<file path="src/rtl/alu_seq_pkg.sv">
// Shared types and constants for the ALU command sequencer: function classes,
// FSM state encoding and the ALU function codes.
package alu_seq_pkg;

  localparam logic [1:0] CLS_ARITH = 2'b00;
  localparam logic [1:0] CLS_LOGIC = 2'b01;
  localparam logic [1:0] CLS_CMP   = 2'b10;
  localparam logic [1:0] CLS_SHIFT = 2'b11;

  typedef enum logic [1:0] {
    IDLE = 2'd0,
    WAIT = 2'd1,
    RESP = 2'd2
  } seq_state_e;

  localparam logic [3:0] FUN_ADD     = 4'd0;
  localparam logic [3:0] FUN_SUB     = 4'd1;
  localparam logic [3:0] FUN_MUL     = 4'd2;
  localparam logic [3:0] FUN_DIV     = 4'd3;
  localparam logic [3:0] FUN_AND     = 4'd4;
  localparam logic [3:0] FUN_OR      = 4'd5;
  localparam logic [3:0] FUN_NAND    = 4'd6;
  localparam logic [3:0] FUN_NOR     = 4'd7;
  localparam logic [3:0] FUN_CMP_NOP = 4'd8;
  localparam logic [3:0] FUN_CMP_EQ  = 4'd9;
  localparam logic [3:0] FUN_CMP_GT  = 4'd10;
  localparam logic [3:0] FUN_CMP_LT  = 4'd11;
  localparam logic [3:0] FUN_SHR_A   = 4'd12;
  localparam logic [3:0] FUN_SHL_A   = 4'd13;
  localparam logic [3:0] FUN_SHR_B   = 4'd14;
  localparam logic [3:0] FUN_SHL_B   = 4'd15;

  function automatic logic [1:0] fun_class(input logic [3:0] fun);
    return fun[3:2];
  endfunction

endpackage

</file>
<file path="src/rtl/alu_result_sel.sv">
// Maps a function class to the ALU unit flag that must be seen, that unit's
// result bus and the carry to report (carry only meaningful for arithmetic).
module alu_result_sel
  import alu_seq_pkg::*;
#(
  parameter int WIDTH = 16
) (
  input  logic [1:0]       cls,
  input  logic [WIDTH-1:0] arith_out,
  input  logic [WIDTH-1:0] logic_out,
  input  logic [WIDTH-1:0] cmp_out,
  input  logic [WIDTH-1:0] shift_out,
  input  logic             carry_in,
  input  logic             arith_flag,
  input  logic             logic_flag,
  input  logic             cmp_flag,
  input  logic             shift_flag,
  output logic             flag,
  output logic [WIDTH-1:0] result,
  output logic             carry
);

  always_comb begin
    flag   = 1'b0;
    result = '0;
    carry  = 1'b0;
    case (cls)
      CLS_ARITH: begin
        flag   = arith_flag;
        result = arith_out;
        carry  = carry_in;
      end
      CLS_LOGIC: begin
        flag   = logic_flag;
        result = logic_out;
      end
      CLS_CMP: begin
        flag   = cmp_flag;
        result = cmp_out;
      end
      default: begin
        flag   = shift_flag;
        result = shift_out;
      end
    endcase
  end

endmodule

</file>
<file path="src/rtl/alu_cmd_sequencer.sv">
// Issues one command at a time to the registered ALU, waits for the selected
// unit's flag (or a timeout) and returns a single response word.
module alu_cmd_sequencer
  import alu_seq_pkg::*;
#(
  parameter int WIDTH   = 16,
  parameter int LAT     = 1,
  parameter int TIMEOUT = 8
) (
  input  logic             Clk,
  input  logic             RST,
  input  logic             cmd_valid,
  output logic             cmd_ready,
  input  logic [WIDTH-1:0] cmd_A,
  input  logic [WIDTH-1:0] cmd_B,
  input  logic [3:0]       cmd_FUN,
  output logic [WIDTH-1:0] A,
  output logic [WIDTH-1:0] B,
  output logic [3:0]       ALU_FUN,
  input  logic [WIDTH-1:0] Arith_OUT,
  input  logic [WIDTH-1:0] Logic_OUT,
  input  logic [WIDTH-1:0] CMP_OUT,
  input  logic [WIDTH-1:0] SHIFT_OUT,
  input  logic             Carry_OUT,
  input  logic             Arith_Flag,
  input  logic             Logic_Flag,
  input  logic             CMP_Flag,
  input  logic             SHIFT_Flag,
  output logic             rsp_valid,
  input  logic             rsp_ready,
  output logic [WIDTH-1:0] rsp_data,
  output logic             rsp_carry,
  output logic             rsp_err,
  output logic             busy,
  output logic [1:0]       state_dbg
);

  // Handshake: a transfer happens on a rising Clk edge where valid and ready
  // are both high; valid never depends on ready, and cmd_ready/rsp_valid are
  // mutually exclusive because they decode different states.

  localparam int CW = $clog2(TIMEOUT + 1);
  localparam logic [CW-1:0] LAT_C = CW'(LAT);
  localparam logic [CW-1:0] TO_C  = CW'(TIMEOUT);

  seq_state_e       state, state_nxt;
  logic [CW-1:0]    wait_cnt;
  logic             accept, capture, expire;
  logic             sel_flag, sel_carry;
  logic [WIDTH-1:0] sel_result;

  alu_result_sel #(.WIDTH(WIDTH)) u_sel (
    .cls        (fun_class(ALU_FUN)),
    .arith_out  (Arith_OUT),
    .logic_out  (Logic_OUT),
    .cmp_out    (CMP_OUT),
    .shift_out  (SHIFT_OUT),
    .carry_in   (Carry_OUT),
    .arith_flag (Arith_Flag),
    .logic_flag (Logic_Flag),
    .cmp_flag   (CMP_Flag),
    .shift_flag (SHIFT_Flag),
    .flag       (sel_flag),
    .result     (sel_result),
    .carry      (sel_carry)
  );

  always_ff @(posedge Clk or negedge RST) begin
    if (!RST) state <= IDLE;
    else      state <= state_nxt;
  end

  always_comb begin
    state_nxt = state;
    accept    = 1'b0;
    capture   = 1'b0;
    expire    = 1'b0;
    case (state)
      IDLE: if (cmd_valid) begin
        accept    = 1'b1;
        state_nxt = WAIT;
      end
      // Before LAT edges have passed the ALU outputs still belong to the old op.
      WAIT: if (wait_cnt >= LAT_C && sel_flag) begin
        capture   = 1'b1;
        state_nxt = RESP;
      end else if (wait_cnt == TO_C) begin
        expire    = 1'b1;
        state_nxt = RESP;
      end
      RESP: if (rsp_ready) state_nxt = IDLE;
      default: state_nxt = IDLE;
    endcase
  end

  always_ff @(posedge Clk or negedge RST) begin
    if (!RST) begin
      A         <= '0;
      B         <= '0;
      ALU_FUN   <= '0;
      wait_cnt  <= '0;
      rsp_data  <= '0;
      rsp_carry <= 1'b0;
      rsp_err   <= 1'b0;
    end else begin
      if (accept) begin
        A        <= cmd_A;
        B        <= cmd_B;
        ALU_FUN  <= cmd_FUN;
        wait_cnt <= '0;
      end else if (state == WAIT && wait_cnt != TO_C) begin
        wait_cnt <= wait_cnt + CW'(1);
      end
      if (capture) begin
        rsp_data  <= sel_result;
        rsp_carry <= sel_carry;
        rsp_err   <= 1'b0;
      end else if (expire) begin
        rsp_data  <= '0;
        rsp_carry <= 1'b0;
        rsp_err   <= 1'b1;
      end
    end
  end

  assign cmd_ready = (state == IDLE) && RST;
  assign rsp_valid = (state == RESP);
  assign busy      = (state != IDLE);
  assign state_dbg = state;

endmodule

</file>
<file path="config.mk">
export PLATFORM = sky130hd
export DESIGN_NAME = alu_cmd_sequencer
export DESIGN_NICKNAME = d
export VERILOG_FILES = /design/src/rtl/alu_seq_pkg.sv /design/src/rtl/alu_result_sel.sv /design/src/rtl/alu_cmd_sequencer.sv
export SDC_FILE = /design/constraint.sdc
export NUM_CORES = 1
export LEC_CHECK = 0
export CAP_MARGIN = 30
export CELL_PAD_IN_SITES_DETAIL_PLACEMENT = 2
export CELL_PAD_IN_SITES_GLOBAL_PLACEMENT = 2
export CORE_UTILIZATION = 25
export DETAILED_ROUTE_END_ITERATION = 8
export GPL_TIMING_DRIVEN = 1
export PLACE_DENSITY_LB_ADDON = 0.1
export SLEW_MARGIN = 25
export SYNTH_ARGS = -nofsm -noshare
export SYNTH_HDL_FRONTEND = slang
export SYNTH_SLANG_ARGS = --single-unit
</file>
<file path="constraint.sdc">
create_clock -name Clk -period 6.6 [get_ports Clk]
set_clock_uncertainty 0.15 [all_clocks]
set_input_delay 0.99 -clock Clk [delete_from_list [all_inputs] [get_ports Clk]]
set_output_delay 0.99 -clock Clk [all_outputs]
set_load 0.02 [all_outputs]
</file>
; Yosys cells after proc, flatten, opt, wreduce, memory -nomap -nowiden
; Cells that the tools add are included.
[classes]
add_sub_neg = 1
magnitude_cmp = 1
n_eq_ne = 9
n_mux = 23
reduce_logical = 9
[ops]
columns = cell, n
row1 = $pmux 16 s3, 1
row2 = $mux 16, 2
row3 = $mux 1, 12
row4 = $mux 2, 4
row5 = $mux 4, 2
row6 = $pmux 2 s3, 1
row7 = $reduce_bool 2->1, 3
row8 = $add 4x1->4 const B, 1
row9 = $eq 2x1->1 const B, 2
row10 = $eq 2x2->1 const B, 2
row11 = $eq 4x4->1 const B, 1
row12 = $ge 4x1->1 const B, 1
row13 = $logic_not 2->1, 2
row14 = $ne 4x4->1 const B, 1
row15 = $logic_and 1x1->1, 3
row16 = $ne 3x3->1 const B, 1
row17 = $pmux 1 s3, 1
row18 = $reduce_and 3->1, 1
row19 = $ne 2x1->1 const B, 1
row20 = $ne 2x2->1 const B, 1
[totals]
reg_bits = 60
inputBits = 109
output_inout_bits = 59
elab_cells = 51

; Depth between registers and ports, before layout
; Gate-level depths: netlist (run 1).
[depth]
depth_word = 7
depth_mapped = 8
depth_no_buf = 5

; Hierarchy
; Synthesis (run 1) repeated with hierarchy kept, for this count alone.
[hier_totals]
cells_unflattened = 237
hier_area_um2 = 3078.0
[by_module_without_submodules]
columns = module, n_inst, cells_each, area_per_inst_um2, seq_area_each_um2
row1 = alu_cmd_sequencer, 1, 215, 2616.3, 1501.4
row2 = alu_result_sel, 1, 22, 461.7, 0.0

; Least setup slack after synthesis (run 1)
; No wires, ideal clock.
[synth_path]
path_kind = input to register
startpoint = in SHIFT_Flag
endpoint = reg state[1], in the netlist state_dbg[1]
setup_ps = 124
arrival_time_ps = 2120
required_ps = 6326
slack_ps = 4206
stages = 5
n_path_buf = 2
path_cell_list = mux4_2 buf_6 and3_4 buf_6 a211o_1
[synth_via]
elab_chain_len = 4
word_cells_on_any_way = 6
classes_between = eq/ne (1) / mux (3) / reduce/logical (2)
[synth_lines]
columns = element, line_no
row1 = start: declaration, alu_cmd_sequencer.sv:28  ; input logic SHIFT_Flag,
row2 = $pmux 1 s3 (*), alu_result_sel.sv:27  ; case (cls)
row3 = $logic_and 1x1->1 (*), alu_cmd_sequencer.sv:84  ; WAIT: if (wait_cnt >= LAT_C && sel_flag) begin
row4 = $ne 3x3->1 (no line) / $mux 2 (equally long branches), --
row5 = $reduce_and 3->1 (no line) / $pmux 2 s3 (equally long branches), --
row6 = end signal: assignment, alu_cmd_sequencer.sv:70  ; else state <= state_nxt;
row7 = end: declaration, alu_cmd_sequencer.sv:46  ; seq_state_e state, state_nxt;
; Mark *: on every way between the ends. The rest lies on a longest branch, timed or not.
; A chain may end at the register's enable or synchronous reset.

; Final worst setup path (run 1)
[layout_path]
startpoint = in RST
endpoint = out cmd_ready
[layout_via]
elab_chain_len = 1
[layout_lines]
columns = element, line_no
row1 = start: declaration, alu_cmd_sequencer.sv:11  ; input logic RST,
row2 = $logic_and 1x1->1, alu_cmd_sequencer.sv:126  ; assign cmd_ready = (state == IDLE) && RST;
row3 = end: declaration, alu_cmd_sequencer.sv:13  ; output logic cmd_ready,
; Every way passes these cells.

==> impl_metrics.env, run 1 <==
export IMPL_die_h_um=110.5
export IMPL_grt_antenna_before_repair=0
export IMPL_critPathKind="in -> out"
export IMPL_nets=497
export IMPL_ctsHoldBuffers=0
export IMPL_vias=2575
export IMPL_grt_pass1_vias=2967
export IMPL_initial_core_util=0.2567
export IMPL_grt_pass1_wl_mm=16.01
export IMPL_yosysUniqueCellTypes=31
export IMPL_pin_count=168
export IMPL_critPathCaptureType="output pin"
export IMPL_portBuffers=167
export IMPL_grt_usage=0.1714
export IMPL_drc_errors=0
export IMPL_ys_seq_area_frac=0.5100
export IMPL_grt_max_degree=62
export IMPL_arrival_ps=2530
export IMPL_power_leakage_nw=1.985
export IMPL_hpwlAfterDp_mm=7.176
export IMPL_dr_pass1_iters=3
export IMPL_clk_pin_slew_ps=50
export IMPL_status="complete, no violations"
export IMPL_tns_ps=0
export IMPL_cp_required_ps=5460
export IMPL_crit_start="RST"
export IMPL_fmax_ghz=0.2728
export IMPL_yosysTopAreaCell="dfrtp_1"
export IMPL_syn_area_um2=2944
export IMPL_finalNonFillerCells=533
export IMPL_dpl_cell_count=516
export IMPL_clock_sinks=60
export IMPL_core_area_um2=11470
export IMPL_slew_violations=0
export IMPL_h_tree_depth=3
export IMPL_die_w_um=110.5
export IMPL_drive_gt1_frac=0.1846
export IMPL_setup_violations_final=0
export IMPL_drt_iter0_markers=51
export IMPL_dieArea_um2=12210
export IMPL_antenna_cells=0
export IMPL_async_reset_ff_frac=1.000
export IMPL_p_total_mw=2.405
export IMPL_root_buffer="clkbuf_16"
export IMPL_p_per_area_nw_per_um2=477.7
export IMPL_peakVddDrop_mv=0.2681
export IMPL_worstMarginPinSlew_ps=870.2
export IMPL_cts_tree="done"
export IMPL_fin_crit_ps=3666
export IMPL_synth_edf_count=0
export IMPL_hold_path_class="reg -> reg"
export IMPL_yosys_top_cells_count="dfrtp_1, mux2_2, o21ai_0, nand4_1"
export IMPL_clk_path_buf_depth=2
export IMPL_postPlaceCellArea_um2=4718
export IMPL_globalplace_congestion=0.6516
export IMPL_synth_nets=335
export IMPL_gr_total_overflow=0
export IMPL_post_cts_buffers=0
export IMPL_synth_seq_cells=60
export IMPL_post_cts_resized=0
export IMPL_synthFlopType="dfrtp_1"
export IMPL_fin_util=0.4390
export IMPL_min_from="B[9]$_DFFE_PN0P_"
export IMPL_drt_vias_per_instance=4.831
export IMPL_num_rows=39
export IMPL_cap_violations=0
export IMPL_syn_area_per_cell_um2=13.20
export IMPL_synthToLayoutAreaGrowth_pct=70.97
export IMPL_synthCells=223
export IMPL_numCtsBuffers=9
export IMPL_cp_max_fo=61
export IMPL_slew_limit_headroom=0.4198
export IMPL_ant_nets=0
export IMPL_synth_most_common_cell="dfrtp_1"
export IMPL_rsz0062_at_grt="false"
export IMPL_rr_startpoint="ALU_FUN[2]$_DFFE_PN0P_"
export IMPL_synthTopCellsByArea="dfrtp_1, mux2_2, mux4_2"
export IMPL_cp_start_kind="input port"
export IMPL_clk_latency_ps=320
export IMPL_finish_instance_area_um2=5034
export IMPL_routed_wl_mm=9.918
export IMPL_fin_crit_sh=0.5554
export IMPL_wl_per_cell_um=18.61
export IMPL_synth_top_cell_area_share=0.5100
export IMPL_synth_warnings=0
export IMPL_hold_viol_final=0
-- flip-flops by register name, summed over array words and instances (netlist names) --
| name | count |
|---|---|
| A | 16 |
| ALU_FUN | 4 |
| B | 16 |
| rsp_carry | 1 |
| rsp_data | 16 |
| rsp_err | 1 |
| state_dbg | 2 |
| wait_cnt | 4 |
-- cell families after synthesis --
family                   after synthesis  share of synthesized area
flip-flops                            60                     0.5100
buffers and inverters                 26                    0.04632
AND/OR/NAND/NOR                       36                    0.07480
AO/OA/AOI/OAI                         44                    0.07735
multiplexers                          54                     0.2788
adder cells (fa/ha/maj)                3                    0.01275
-- through the flow --
| step | setup WS [ps] | hold slack, ps |
|---|---|---|
| after floorplan | 4206 | 398.8 |
| after global placement | 2846 | 338.1 |
| after detailed placement | 2842 | 347.9 |
| after CTS | 2837 | 357.8 |
| after global routing | 2773 | 377.5 |
| final | 2934 | 353.8 |
-- worst max-delay path: stages --
cell and delay, ps:
buf_2 70, buf_4 610, and2_1 220, clkdlybuf4s50_1 600
-- routing by layer --
layer	track usage	routed length (um)
met1	0.1993	3993
met5	0	0
met4	0.05067	109
met3	0.07300	872
met2	0.2861	4944
-- placed cells by master, fill, tap and decap left out, types with 2 or more instances in the layout --
cell,instances
clkdlybuf4s50_1,166
dfrtp_1,60
mux2_2,36
o21ai_0,28
nand4_1,16
mux4_2,11
o21ai_1,9
clkbuf_16,9
mux4_1,6
inv_1,5
a21oi_1,5
nor2_1,4
nand3_1,3
ha_1,3
buf_4,3
nand2_1,2
clkinv_2,2
clkbuf_8,2
-- area by class of cell --
type                            count  area (um2)
Sequential cell                    60        1501
Tap cell                          143       178.9
Multi-Input combinational cell    137        1310
Inverter                            5       18.77
Timing Repair Buffer              172        1720
Fill cell                        1167        6434
Clock buffer                       12       256.5
Clock inverter                      4       47.55
-- where the power goes --
part           total [mW]  internal, mW  switching (mW)  leakage [nW]
logic                1.28         0.637           0.639          1.11
clock network       0.480         0.311           0.169         0.149
registers           0.649         0.549           0.101         0.725
-- path summary, 6_finish.rpt --
check                                            to  slack (ps)  depth (start not counted)
max                                       cmd_ready        2930                          4
min                                B[9]$_DFFE_PN0P_         350                          1
max reg2reg                state_dbg[1]$_DFFE_PN0P_        4110                          4
min reg2reg                        B[9]$_DFFE_PN0P_         350                          1
max in group asynchronous         B[15]$_DFFE_PN0P_        5080                          2
min in group asynchronous   rsp_data[5]$_DFFE_PN0P_         680                          2
(Power assumes the default switching activity.)
==> run 2, diff against run 1 <==
Settings changed: CORE_UTILIZATION 25 to 21.
Clock period 6.6 ns to 3.1 ns, I/O delays scaled along.
==> run 2 against run 1 <==
Critical path depth down 2. Via count down 0.54%. Clock-buffer cell count up 3. Core utilization shrank 6.2 points. Sequential power increased by 110%. Sequential share of layout area is 0.20 points lower. Largest power group unchanged.
==> impl_metrics.env, run 2 (same netlist as run 1, synthesis figures left out) <==
export IMPL_top_regs="A x16, B x16, rsp_data x16"
export IMPL_vias=2561
export IMPL_slew_violations=0
export IMPL_rsz0062_at_grt="false"
export IMPL_final_common_cell="clkdlybuf4s50_1"
export IMPL_arrival_ps=1800
export IMPL_layout_common_cells="clkdlybuf4s50_1, dfrtp_1, mux2_2"
export IMPL_fin_crit_ps=2414
export IMPL_dr_pass1_iters=4
export IMPL_setup_violations_final=0
export IMPL_hpwlAfterDp_mm=7.483
export IMPL_clk_path_buf_depth=2
export IMPL_cp_required_ps=2480
export IMPL_nets=499
export IMPL_synthToLayoutAreaGrowth_pct=72.12
export IMPL_wl_per_cell_um=17.74
export IMPL_root_buffer="clkbuf_16"
export IMPL_power_leakage_nw=1.985
export IMPL_antenna_cells=0
export IMPL_grt_busiest_layer="met2"
export IMPL_ctsHoldBuffers=0
export IMPL_die_h_um=120.4
export IMPL_met1_usage=0.1721
export IMPL_ant_nets=0
export IMPL_core_area_um2=13450
export IMPL_clk_latency_ps=330
export IMPL_clk_pin_slew_ps=50
export IMPL_fill_cells=1396
export IMPL_pin_count=168
export IMPL_h_tree_depth=3
export IMPL_cp_cell_sequence="buf_4 -> clkdlybuf4s50_1"
export IMPL_hold_viol_final=0
export IMPL_hold_path_class="in -> async"
export IMPL_crit_start="ALU_FUN[2]$_DFFE_PN0P_"
export IMPL_grt_use_met2=0.2514
export IMPL_rr_startpoint="wait_cnt[0]$_DFFE_PN0P_"
export IMPL_clock_sinks=60
export IMPL_p_per_area_nw_per_um2=1009
export IMPL_grt_usage=0.1472
export IMPL_hold_slack_ps=188.5
export IMPL_post_cts_buffers=0
export IMPL_drt_iter0_markers=99
export IMPL_cp_max_fo=19
export IMPL_routed_wl_mm=10.08
export IMPL_cap_violations=0
export IMPL_cp_start_kind="flip-flop"
export IMPL_post_cts_resized=0
export IMPL_status="complete, no violations"
export IMPL_portBuffers=167
export IMPL_initial_core_util=0.2188
export IMPL_critPathTopFamily="buffers and inverters"
export IMPL_grt_antenna_before_repair=0
export IMPL_drt_vias_per_instance=4.509
export IMPL_worstMarginPinSlew_ps=829.1
export IMPL_grt_max_degree=61
export IMPL_critPathKind="reg -> out"
export IMPL_grt_pass1_wl_mm=15.99
export IMPL_num_rows=42
export IMPL_crit_slowest_cell="clkdlybuf4s50_1"
export IMPL_gr_total_overflow=0
export IMPL_slew_limit_headroom=0.4456
export IMPL_crit_path_max_incr_delay_ps=700
export IMPL_grt_pass1_vias=2855
export IMPL_peakVddDrop_mv=0.2974
export IMPL_dieArea_um2=14500
export IMPL_critPathBufInv=2
export IMPL_cts_tree="done"
export IMPL_globalplace_congestion=0.6823
export IMPL_critPathCaptureType="output pin"
export IMPL_tns_ps=0
export IMPL_fin_crit_sh=0.7788
export IMPL_numCtsBuffers=9
export IMPL_die_w_um=120.4
export IMPL_fmax_ghz=0.4142
export IMPL_met3_usage=0.05566
export IMPL_drc_errors=0
export IMPL_drive_gt1_frac=0.1811
==> run 2: cell types whose count changed in the layout (fill, tap and decap cells not counted) <==
cell,previous run,this run
buf_4,3,7
clkbuf_1,1,4
clkinv_2,2,0
buf_12,1,0
buf_6,1,0
clkinvlp_4,1,0
==> run 2: through the flow <==
step	power, mW	utilization	cell area [um2]	cells	worst slack (ps)
global route	5.436	0.3767	5067	568	590.9
CTS	5.233	0.3767	5067	568	606.4
finish	5.111	0.3767	5067	568	685.9
floorplan	2.923	-	2944	223	1017
global placement	4.132	0.3545	4770	552	663.2
detailed placement	4.190	0.3545	4770	552	640.1
==> run 2: layer usage <==
| layer | wire, um | vias to the layer above | share of wire |
|---|---|---|---|
| li1 | - | 1166 | - |
| met1 | 4052 | 1307 | 0.40 |
| met2 | 5265 | 80 | 0.52 |
| met3 | 650 | 8 | 0.065 |
| met4 | 107 | 0 | 0.011 |
| met5 | 0 | - | 0 |
==> run 2: path summary, 6_finish.rpt <==
check	end	cells after the start	slack [ps]
max	ALU_FUN[2]	2	690
min reg2reg	A[11]$_DFFE_PN0P_	1	350
min	rsp_data[5]$_DFFE_PN0P_	2	190
max reg2reg	rsp_data[2]$_DFFE_PN0P_	5	970
max in group asynchronous	B[15]$_DFFE_PN0P_	2	2080
min in group Clk	A[11]$_DFFE_PN0P_	1	350
==> run 2: where the power goes <==
group	switching [mW]	leakage, nW	total, mW	internal [mW]
Clock	0.340	0.144	1.01	0.667
Combinational	1.35	1.12	2.72	1.36
Sequential	0.221	0.725	1.39	1.17
==> run 2: layout make-up <==
| cell class | instances | area (um2) | area share |
|---|---|---|---|
| flip-flops and latches | 60 | 1501 | 0.2963 |
| repair buffers | 174 | 1719 | 0.3393 |
| multi-input cells | 137 | 1310 | 0.2585 |
| inverters | 5 | 18.77 | 0.003704 |
| clock buffers | 15 | 267.8 | 0.05284 |
| well taps | 176 | 220.2 | 0.04346 |
| clock inverters | 1 | 30.03 | 0.005926 |
==> run 3, diff against run 2 <==
Clock period 3.1 ns to 2.05 ns, I/O delays scaled along.
==> run 3 against run 2 <==
Sequential share of layout area decreased by 0.59 points. Clock power increased by 37%. Die area unchanged. Sequential power increased by 51%. Final cell count increased by 1.9%. Routed wire length increased by 0.38%. Cell area increased by 2.1%. Largest cell class unchanged.
==> impl_metrics.env, run 3 (same netlist as run 1, synthesis figures left out) <==
export IMPL_die_h_um=120.4
export IMPL_pin_count=168
export IMPL_p_per_area_nw_per_um2=1508
export IMPL_cap_violations=0
export IMPL_arrival_ps=2010
export IMPL_cp_cell_sequence="inv_1 -> ha_1 -> or4b_4 -> and3_4 -> buf_4 -> o21ai_1"
export IMPL_grt_pass1_vias=2902
export IMPL_grt_pass1_wl_mm=15.95
export IMPL_drc_errors=0
export IMPL_ant_nets=0
export IMPL_clkPwrFrac=0.177
export IMPL_vias=2610
export IMPL_clk_path_buf_depth=2
export IMPL_hold_path_class="in -> async"
export IMPL_hold_viol_final=0
export IMPL_nets=511
export IMPL_crit_slowest_cell="or4b_4"
export IMPL_gr_total_overflow=0
export IMPL_worst_slack_ps=142.1
export IMPL_comb_power_share=0.553
export IMPL_slew_limit_headroom=0.4696
export IMPL_cp_required_ps=2150
export IMPL_tns_ps=0
export IMPL_cp_start_kind="flip-flop"
export IMPL_num_rows=42
export IMPL_worstRegToRegCells=6
export IMPL_p_sw_mw=2.926
export IMPL_top_regs="A x16, B x16, rsp_data x16"
export IMPL_rrSetupSlack_ps=140
export IMPL_root_buffer="clkbuf_16"
export IMPL_worstMarginPinSlew_ps=795.6
export IMPL_internal_power_mw=4.876
export IMPL_cp_max_fo=8
export IMPL_slew_violations=0
export IMPL_routed_wl_mm=10.11
export IMPL_ctsHoldBuffers=0
export IMPL_clk_pin_slew_ps=50
export IMPL_cts_tree="done"
export IMPL_numCtsBuffers=9
export IMPL_drive_gt1_frac=0.2159
export IMPL_r2r_end="rsp_data[13]$_DFFE_PN0P_"
export IMPL_final_common_cell="clkdlybuf4s50_1"
export IMPL_fmax_ghz=0.5241
export IMPL_h_tree_depth=3
export IMPL_drt_iter0_markers=41
export IMPL_p_seq_frac=0.270
export IMPL_hpwlAfterDp_mm=8.034
export IMPL_rr_startpoint="wait_cnt[1]$_DFFE_PN0P_"
export IMPL_grt_usage=0.1464
export IMPL_fin_crit_ps=1908
export IMPL_setup_violations_final=0
export IMPL_drt_vias_per_instance=4.508
export IMPL_wl_per_cell_um=17.47
export IMPL_clock_sinks=60
export IMPL_dp_slack_ps=54.31
export IMPL_core_area_um2=13450
export IMPL_critPathCaptureType="flip-flop"
export IMPL_swShare=0.3750
export IMPL_p_total_mw=7.802
export IMPL_globalplace_congestion=0.6722
export IMPL_hold_slack_ps=24.51
export IMPL_synthToLayoutAreaGrowth_pct=75.78
export IMPL_power_leakage_nw=2.062
export IMPL_dr_pass1_iters=4
export IMPL_clk_latency_ps=320
export IMPL_dieArea_um2=14500
export IMPL_die_w_um=120.4
export IMPL_fin_crit_sh=0.9307
export IMPL_portBuffers=167
export IMPL_peakVddDrop_mv=0.4926
export IMPL_critPathKind="reg -> reg"
export IMPL_initial_core_util=0.2188
export IMPL_rsz0062_at_grt="false"
export IMPL_layout_common_cells="clkdlybuf4s50_1, dfrtp_1, mux2_2"
export IMPL_antenna_cells=0
export IMPL_grt_antenna_before_repair=0
export IMPL_crit_path_max_incr_delay_ps=470
export IMPL_grt_max_degree=61
export IMPL_status="complete, no violations"
run 3: changes by cell type in the layout (fill, tap and decap cells not counted), sizes merged:
cell	before	now
buf	8	20
bufinv	1	0
clkbuf	15	13
clkdlybuf4s50	166	163
clkinv	0	2
dlygate4sd2	0	2
dlymetal6s2s	0	1
run 3: worst max-delay path, delay by kind of cell, from the launching register on:
family / cells / cell delay, ps
simple gates: 2 / 690
compound gates: 1 / 140
flops: 1 / 400
fa+ha+maj: 1 / 180
buf+inv: 2 / 260
run 3: how the worst max path moves through the flow:
stage | from | to | slack [ps] | depth (start not counted)
2_1_floorplan | wait_cnt[0]$_DFFE_PN0P_ | state_dbg[1]$_DFFE_PN0P_ | 4 | 7
3_3_place_gp | SHIFT_Flag | state_dbg[1]$_DFFE_PN0P_ | 100 | 4
5_1_grt | wait_cnt[0]$_DFFE_PN0P_ | rsp_data[4]$_DFFE_PN0P_ | 40 | 6
4_1_cts | state_dbg[0]$_DFFE_PN0P_ | busy | 40 | 3
6_report | wait_cnt[1]$_DFFE_PN0P_ | rsp_data[13]$_DFFE_PN0P_ | 140 | 6
3_5_place_dp | SHIFT_Flag | rsp_data[2]$_DFFE_PN0P_ | 50 | 5
run 3: power by group through the flow:
stage	sequential, mW	clock [mW]	combinational, mW
global route	2.19	1.47	4.64
detailed placement	2.14	0	4.38
CTS	2.13	1.42	4.39
floorplan	2.75	0	1.68
finish	2.10	1.38	4.31
global placement	2.11	0	4.31
run 3: final cells by class:
class                      count  area, um2
multi-input combinational    137       1316
fill                        1408       8278
clock inverter                 2      10.01
tap                          176      220.2
clock buffer                  13      260.3
sequential                    60       1503
timing repair buffer         186       1847
inverter                       5      18.77
run 3: stage by stage:
stage               area (um2)  cells  utilization
floorplan                 2947    223            -
global placement          4891    563       0.3636
detailed placement        4891    563       0.3636
CTS                       5161    578       0.3837
global route              5175    579       0.3847
finish                    5175    579       0.3847
run 3: metal layers:
metal	track usage	vias to the layer above	part of all wire
met5	0	-	0
met4	0.04167	0	0.010
met3	0.04811	8	0.065
met2	0.2536	83	0.53
met1	0.1720	1326	0.39
li1	-	1193	-
run 3: repair_timing:
action / 4_1_cts / 5_1_grt
gates resized for setup: 3 / 3
gates cloned: 0 / 0
setup buffers: 0 / 1
pin swaps: 0 / 0
endpoints found under the setup margin: 3 / 8
